<file path="src/rtl/cpu_pkg.sv">
// rtl/cpu_pkg.sv - shared fetch-path constants and types
package cpu_pkg;

  localparam int ADDR_W  = 32;
  localparam int INSTR_W = 32;

  // An all-zero word is treated by the pipeline as a bubble
  localparam logic [INSTR_W-1:0] NOP_INSTR = 32'h0;

  typedef enum logic [1:0] {
    IDLE,
    WAIT,
    WAIT_DROP
  } fetch_state_t;

endpackage

</file>
<file path="src/rtl/ipb_fifo.sv">
// rtl/ipb_fifo.sv - synchronous FIFO holding {addr, instr} prefetch entries
module ipb_fifo #(
  parameter int DEPTH = 4,
  parameter int WIDTH = 64,
  localparam int PTR_W = $clog2(DEPTH),
  localparam int CNT_W = $clog2(DEPTH) + 1
) (
  input  logic             clk,
  input  logic             rst_n,
  input  logic             push,
  input  logic [WIDTH-1:0] push_data,
  input  logic             pop,
  input  logic             clear,
  output logic [WIDTH-1:0] head_data,
  output logic [CNT_W-1:0] count
);

  logic [WIDTH-1:0] mem [DEPTH];
  logic [PTR_W-1:0] rd_ptr;
  logic [PTR_W-1:0] wr_ptr;

  // Pointer and occupancy tracking; clear wins over push and pop
  always_ff @(posedge clk or negedge rst_n) begin
    if (!rst_n) begin
      rd_ptr <= '0;
      wr_ptr <= '0;
      count  <= '0;
    end else if (clear) begin
      rd_ptr <= '0;
      wr_ptr <= '0;
      count  <= '0;
    end else begin
      if (push) wr_ptr <= wr_ptr + PTR_W'(1);
      if (pop)  rd_ptr <= rd_ptr + PTR_W'(1);
      count <= count + CNT_W'(push) - CNT_W'(pop);
    end
  end

  // Entry storage; a cleared cycle never writes
  always_ff @(posedge clk) begin
    if (push && !clear) mem[wr_ptr] <= push_data;
  end

  assign head_data = mem[rd_ptr];

endmodule

</file>
<file path="src/rtl/inst_prefetch_buffer.sv">
// rtl/inst_prefetch_buffer.sv - sequential instruction prefetcher with redirect flush
module inst_prefetch_buffer
  import cpu_pkg::*;
#(
  parameter int          DEPTH      = 4,
  parameter logic [31:0] RESET_ADDR = 32'h0
) (
  input  logic                   clk,
  input  logic                   rst_n,
  input  logic                   cpu_req,
  input  logic [ADDR_W-1:0]      cpu_addr,
  output logic                   fetch_valid,
  output logic [INSTR_W-1:0]     fetch_instr,
  output logic                   mem_req,
  output logic [ADDR_W-1:0]      mem_addr,
  input  logic                   mem_ack,
  input  logic [INSTR_W-1:0]     mem_rdata,
  output logic [$clog2(DEPTH):0] buf_count
);

  localparam int CNT_W = $clog2(DEPTH) + 1;

  fetch_state_t               state_q, state_d;
  logic [ADDR_W-1:0]          issue_addr_q, issue_addr_d;
  logic [ADDR_W-1:0]          mem_addr_d;
  logic                       mem_req_d;
  logic [ADDR_W+INSTR_W-1:0]  head_data;
  logic [ADDR_W-1:0]          head_addr;
  logic [INSTR_W-1:0]         head_instr;
  logic [ADDR_W-1:0]          expected_addr;
  logic                       fifo_empty;
  logic                       hit;
  logic                       redirect;
  logic                       push;

  assign {head_addr, head_instr} = head_data;
  assign fifo_empty = (buf_count == '0);

  ipb_fifo #(
    .DEPTH (DEPTH),
    .WIDTH (ADDR_W + INSTR_W)
  ) u_fifo (
    .clk       (clk),
    .rst_n     (rst_n),
    .push      (push),
    .push_data ({mem_addr, mem_rdata}),
    .pop       (hit),
    .clear     (redirect),
    .head_data (head_data),
    .count     (buf_count)
  );

  // Address the CPU should ask for next, and hit/redirect classification against it
  always_comb begin
    if (!fifo_empty)          expected_addr = head_addr;
    else if (state_q == WAIT) expected_addr = mem_addr;
    else                      expected_addr = issue_addr_q;
    hit         = cpu_req && !fifo_empty && (cpu_addr == head_addr);
    redirect    = cpu_req && (cpu_addr != expected_addr);
    fetch_valid = hit;
    fetch_instr = hit ? head_instr : NOP_INSTR;
  end

  // Request sequencing: one outstanding fetch, slot reserved at issue time
  always_comb begin
    state_d      = state_q;
    mem_req_d    = mem_req;
    mem_addr_d   = mem_addr;
    issue_addr_d = issue_addr_q;
    push         = 1'b0;
    if (redirect) issue_addr_d = cpu_addr;
    case (state_q)
      IDLE: begin
        if (!redirect && (buf_count < CNT_W'(DEPTH))) begin
          mem_req_d    = 1'b1;
          mem_addr_d   = issue_addr_q;
          issue_addr_d = issue_addr_q + ADDR_W'(1);
          state_d      = WAIT;
        end
      end
      WAIT: begin
        if (mem_ack) begin
          mem_req_d = 1'b0;
          push      = !redirect;
          state_d   = IDLE;
        end else if (redirect) begin
          state_d = WAIT_DROP;
        end
      end
      WAIT_DROP: begin
        if (mem_ack) begin
          mem_req_d = 1'b0;
          state_d   = IDLE;
        end
      end
      default: state_d = IDLE;
    endcase
  end

  // State and memory-interface registers
  always_ff @(posedge clk or negedge rst_n) begin
    if (!rst_n) begin
      state_q      <= IDLE;
      mem_req      <= 1'b0;
      mem_addr     <= '0;
      issue_addr_q <= RESET_ADDR;
    end else begin
      state_q      <= state_d;
      mem_req      <= mem_req_d;
      mem_addr     <= mem_addr_d;
      issue_addr_q <= issue_addr_d;
    end
  end

endmodule

</file>
<file path="config.mk">
export PLATFORM = sky130hd
export DESIGN_NAME = inst_prefetch_buffer
export DESIGN_NICKNAME = d
export VERILOG_FILES = /design/src/rtl/cpu_pkg.sv /design/src/rtl/ipb_fifo.sv /design/src/rtl/inst_prefetch_buffer.sv
export SDC_FILE = /design/constraint.sdc
export NUM_CORES = 1
export LEC_CHECK = 0
export CORE_MARGIN = 2
export CORE_UTILIZATION = 36
export CTS_BUF_LIST = sky130_fd_sc_hd__clkbuf_2 sky130_fd_sc_hd__clkbuf_4 sky130_fd_sc_hd__clkbuf_8
export CTS_CLUSTER_SIZE = 20
export DETAILED_ROUTE_END_ITERATION = 12
export PLACE_DENSITY_LB_ADDON = 0.08
export SLEW_MARGIN = 0
export SYNTH_ARGS = -nofsm -noshare
export SYNTH_HDL_FRONTEND = slang
export SYNTH_SLANG_ARGS = --single-unit
</file>
<file path="constraint.sdc">
create_clock -name clk -period 7.4 [get_ports clk]
set_clock_uncertainty 0.05 [all_clocks]
set_input_delay 1.85 -clock clk [delete_from_list [all_inputs] [get_ports clk]]
set_output_delay 1.85 -clock clk [all_outputs]
set_load 0.05 [all_outputs]
</file>
### After elaboration in Yosys (flattened, before gate mapping)

Memories as Yosys holds them, arrays and structs flattened.
Index checks and enable logic that the tools add are counted.

| cells by class | value |
|---|---|
| reduce and logical (&&, ||, !) cells | 16 |
| equality and inequality tests | 8 |
| multiplexer cells | 23 |
| order comparisons | 1 |
| add/sub/neg operators | 5 |

Operator list:

| kind | count |
|---|---|
| $mux 32 | 6 |
| $add 32x1->32 const B | 1 |
| $eq 32x32->1 | 1 |
| $ne 32x32->1 | 1 |
| $mux 2 | 8 |
| $mux 1 | 6 |
| $pmux 2 s3 | 1 |
| $reduce_and 3->1 | 2 |
| $reduce_bool 2->1 | 3 |
| $logic_and 1x1->1 | 5 |
| $add 2x1->2 const B | 2 |
| $ne 2x2->1 const B | 2 |
| $add 3x1->3 | 1 |
| $logic_not 3->1 | 1 |
| $lt 3x3->1 const B | 1 |
| $mux 3 | 1 |
| $ne 3x2->1 const B | 1 |
| $sub 3x1->3 | 1 |
| $eq 2x1->1 const B | 1 |
| $eq 2x2->1 const B | 1 |
| $logic_not 1->1 | 2 |
| $logic_not 2->1 | 1 |
| $ne 2x1->1 const B | 1 |
| $pmux 1 s2 | 1 |
| 2 further kinds | 2 |

| storage, ports and cells | value |
|---|---|
| memories kept | 1 |
| word-level logic and storage cells | 61 |
| bits in writable memories | 256 |
| register bits after elaboration | 74 |
| output and inout port bits | 69 |

Memories:

| memory | words | bits a word | rd ports | clocked after memory_dff | wr ports | RTL line | RTL |
|---|---|---|---|---|---|---|---|
| u_fifo.mem | 4 | 64 | 1 | 0 | 1 | ipb_fifo.sv:18 | `logic [WIDTH-1:0] mem [DEPTH];` |

### Longest topological paths before layout

| logic depth | value |
|---|---|
| depth in word-level cells | 11 |
| depth in mapped cells | 21 |

### Cells and area by module

A second synthesis with hierarchy kept.

| unflattened totals | value |
|---|---|
| cell total of the unflattened synthesis | 877 |
| area, all modules | 14,296.2 sq um |

Modules (own cells, without submodules):

| module | seq. area each (sq um) | cells an instance | area each (sq um) | instances |
|---|---|---|---|---|
| ipb_fifo | 7,862.5 | 372 | 9,688.0 | 1 |
| inst_prefetch_buffer | 1,676.6 | 505 | 4,608.2 | 1 |

### Worst setup path before layout

OpenSTA, ideal clock, no wires.

| timing | value |
|---|---|
| kind | in2out |
| start | input cpu_addr[11] |
| end | output fetch_instr[10] |
| data arrival time | 4.822 ns |
| slack | 0.678 ns |
| path buffers | 2 |
| cell stages on the path | 9 |
| required time | 5.500 ns |
| path through | nor2b_1 -> a32oi_1 -> o311ai_0 -> or4_1 -> or4_1 -> or4_1 -> buf_2 -> clkbuf_1 -> nor2b_1 |

| between the ends | value |
|---|---|
| cells in the longest elaborated chain, start to end | 3 |

RTL lines:

| item | RTL line | RTL |
|---|---|---|
| from (decl) | inst_prefetch_buffer.sv:11 | `input logic [ADDR_W-1:0] cpu_addr,` |
| $eq 32x32->1 | inst_prefetch_buffer.sv:58 | `hit = cpu_req && !fifo_empty && (cpu_addr == head_addr);` |
| $logic_and 1x1->1 | inst_prefetch_buffer.sv:58 |  |
| $mux 32 | inst_prefetch_buffer.sv:61 | `fetch_instr = hit ? head_instr : NOP_INSTR;` |
| to (decl) | inst_prefetch_buffer.sv:13 | `output logic [INSTR_W-1:0] fetch_instr,` |

Every way passes these cells.

### Final worst setup path

| timing | value |
|---|---|
| start | input cpu_addr[11] |
| end | output fetch_instr[8] |

The elaborated chain is that of the path after synthesis.

==> results.md <==
- Top cells by count, synth: edfxtp_1 (256), dfrtp_1 (74), mux4_2 (60)
- First drt pass iteration count: 4
- Critical setup path kind: in2out
- Worst setup EP type: output port
- Most area-hungry cell type in the Yosys netlist: edfxtp_1
- P_leak: 6.05 nW
- Drt via density: 5.03
- Post-synth EDFFs: 256
- RSZ-0062 raised after global routing: false
- H-tree levels: 2
- Tightest Pin Transition: 0.862 ns
- Maximum vdd drop: 0.249 mV
- IO Port Bufs: 136
- Initial core utilization: 36.4%
- Nets: 1,119
- Layout cells sized above 1: 22.9%
- Yosys reg bits: 330
- Achievable frequency: 0.142 GHz
- FF+latch area: 0.00955 mm2
- Register area share after synthesis: 66.1%
- Max Cap Viol: 0
- Synth warn: 0
- Final number of setup-violating endpoints: 0
- Hold Vio Cnt, Final: 0
- Worst setup margin: 0.337 ns
- CTS sink count: 330
- Max FO, Critical Path: 36
- Placer congestion estimate: 0.817
- Crit path launch type: input pin
- Dpl hpwl: 23.8 mm
- Total gr overflow: 0
- Multi-input gate area: 0.00466 mm2
- Routed WL: 36.2 mm
- Nets in the synthesized netlist: 940
- Skew-Pair Late Insertion Delay: 0.64 ns
- PD cells: 294 mW/mm2
- TNS Setup: 0 ns
- First-pass GRT wire length: 54.5 mm
- Postcts setup bufs: 0
- Avg Cell Area, Syn: 16.8 um2
- Hold-fix buffers at CTS: 0
- Initial antenna violation count: 0
- CTS resizes: 0
- CP arrival: 5.16 ns
- Die H: 204 um
- Area contributors post-synth: edfxtp_1 (53%), dfrtp_1 (13%), mux4_2 (9.4%), mux2i_1 (3.3%), xnor2_1 (3.2%)
- Synthesized instance count: 860
- Die X: 204 um
- CTS tree: yes
- Filler cells: 3,556
- Core Rows: 73
- Syn Std Cell Area: 0.0144 mm2
- # IOs: 137
- Total global-route track usage: 17.8%
- WL/cell: 22.4 um
- Crit path required time: 5.50 ns
- Outcome: completed
- Worst slew margin: 42.5%
- Yosys top cell area share: 53.2%
- Tmin final: 7.06 ns
- Num CTS Buffers: 58
- Die footprint: 0.0417 mm2
- Clk root buf: clkbuf_8
- Post-synth ARST share: 22.4%
- Commonest register cell after synthesis: edfxtp_1
- Area growth, synth to finish: 24.5%
- Area of the core: 0.0396 mm2
- DP Worst Slack: 0.311 ns
- Vias in the first global route: 8,496
- Synth cell types: 58
- Largest net degree at the start of global routing: 62
- Final Cycle Share: 95.4%
- DRT antenna net count: 0
- DR DRC count: 0
- Final Slew Violations: 0
- Vias: 8,111
- Max Root-Sink Buffers: 3
- DRT iter0 DRCs: 372
- Most common cell in the netlist: edfxtp_1
- Clock-pin slew on the worst setup and hold paths: 0.06 ns
- Inserted Diodes: 0
- Hold crit path type: reg2reg
final cells by class:
class / instances / share of cell area, %
Multi-Input combinational cell: 471 / 25.9
Inverter: 21 / 0.438
Clock buffer: 76 / 5.23
Clock inverter: 33 / 1.12
Sequential cell: 330 / 53.1
Timing Repair Buffer: 157 / 10.5
Tap cell: 525 / 3.65
report_power, final:
part / switching [mW] / total [mW] / leakage (nW) / internal (mW)
registers: 0.215 / 2.47 / 3.19 / 2.25
clock network: 0.749 / 1.65 / 0.613 / 0.900
logic: 0.725 / 1.17 / 2.25 / 0.444
layout by cell type, fill, tap and decap left out, drive strengths merged, types with 7 or more instances in the layout:
master | synthesis | routed
edfxtp | 256 | 256
clkdlybuf4s50 | 0 | 102
clkbuf | 17 | 76
dfrtp | 74 | 74
mux2 | 62 | 62
mux4 | 60 | 60
buf | 21 | 55
xnor2 | 52 | 52
mux2i | 47 | 47
nor2b | 37 | 37
xor2 | 31 | 31
clkinv | 1 | 30
nand2 | 24 | 24
nand3 | 22 | 22
inv | 20 | 22
nor2 | 18 | 18
nand4 | 15 | 15
nor3 | 15 | 15
ha | 11 | 11
and3 | 7 | 7
worst paths after layout:
path	slack (ns)	cells past startpoint	startpoint	to
worst max-delay path	0.34	10	cpu_addr[11]	fetch_instr[8]
worst min-delay path	0.51	1	issue_addr_q[31]$_DFF_PN0_	mem_addr[31]$_DFFE_PN0P_
worst max register to register	2.17	16	u_fifo.rd_ptr[0]$_DFFE_PN0P_	u_fifo.count[2]$_DFF_PN0_
worst min register to register	0.51	1	issue_addr_q[31]$_DFF_PN0_	mem_addr[31]$_DFFE_PN0P_
max in group asynchronous	5.11	2	rst_n	u_fifo.rd_ptr[0]$_DFFE_PN0P_
min in group asynchronous	1.01	1	rst_n	mem_addr[0]$_DFFE_PN0P_
registers in the layout (all words and copies together) (netlist names):
name and count:
u_fifo.mem 256, state_q 2, u_fifo.count 3, issue_addr_q 32, u_fifo.wr_ptr 2, mem_addr 32, mem_req 1, u_fifo.rd_ptr 2
metal layers:
layer | track usage (%) | vias to the layer above | share of wire, %
met5 | 0 | - | 0
met4 | 6.57 | 0 | 2.5
met3 | 3.60 | 59 | 4.9
met2 | 29.0 | 225 | 48
met1 | 23.6 | 4121 | 44
li1 | - | 3706 | -
per-stage QoR:
| stage | hold WS (ns) | power (mW) | util, % | instance area [um2] | instances |
|---|---|---|---|---|---|
| 6_report | 0.507 | 5.28 | 45.4 | 18000 | 1613 |
| 5_1_grt | 0.522 | 5.54 | 45.4 | 18000 | 1613 |
| 4_1_cts | 0.508 | 5.37 | 45.4 | 18000 | 1613 |
| 3_5_place_dp | 0.490 | 3.68 | 42.5 | 16800 | 1504 |
| 3_3_place_gp | 0.482 | 3.68 | 42.5 | 16800 | 1504 |
| 2_1_floorplan | 0.458 | 3.19 | - | 14400 | 860 |
worst max-delay path: stages:
cell and delay [ns]:
clkdlybuf4s50_1 0.42, nor2b_1 0.14, a32oi_1 0.19, o311ai_0 0.16, or4_1 0.53, or4_1 0.57, or4_1 0.53, buf_4 0.26
nor2b_1 0.29, buf_12 0.17
cells by family (layout without fill, tap and decap cells):
| group | after synthesis | count (layout) | share of synthesized area (%) |
|---|---|---|---|
| xor+xnor | 83 | 83 | 5.03 |
| mux | 169 | 169 | 17.5 |
| simple gates | 163 | 163 | 6.15 |
| flops | 330 | 330 | 66.1 |
| compound gates | 44 | 44 | 2.36 |
| buf+inv | 59 | 287 | 1.85 |
| fa+ha+maj | 12 | 12 | 1.09 |
(Power assumes the default switching activity.)
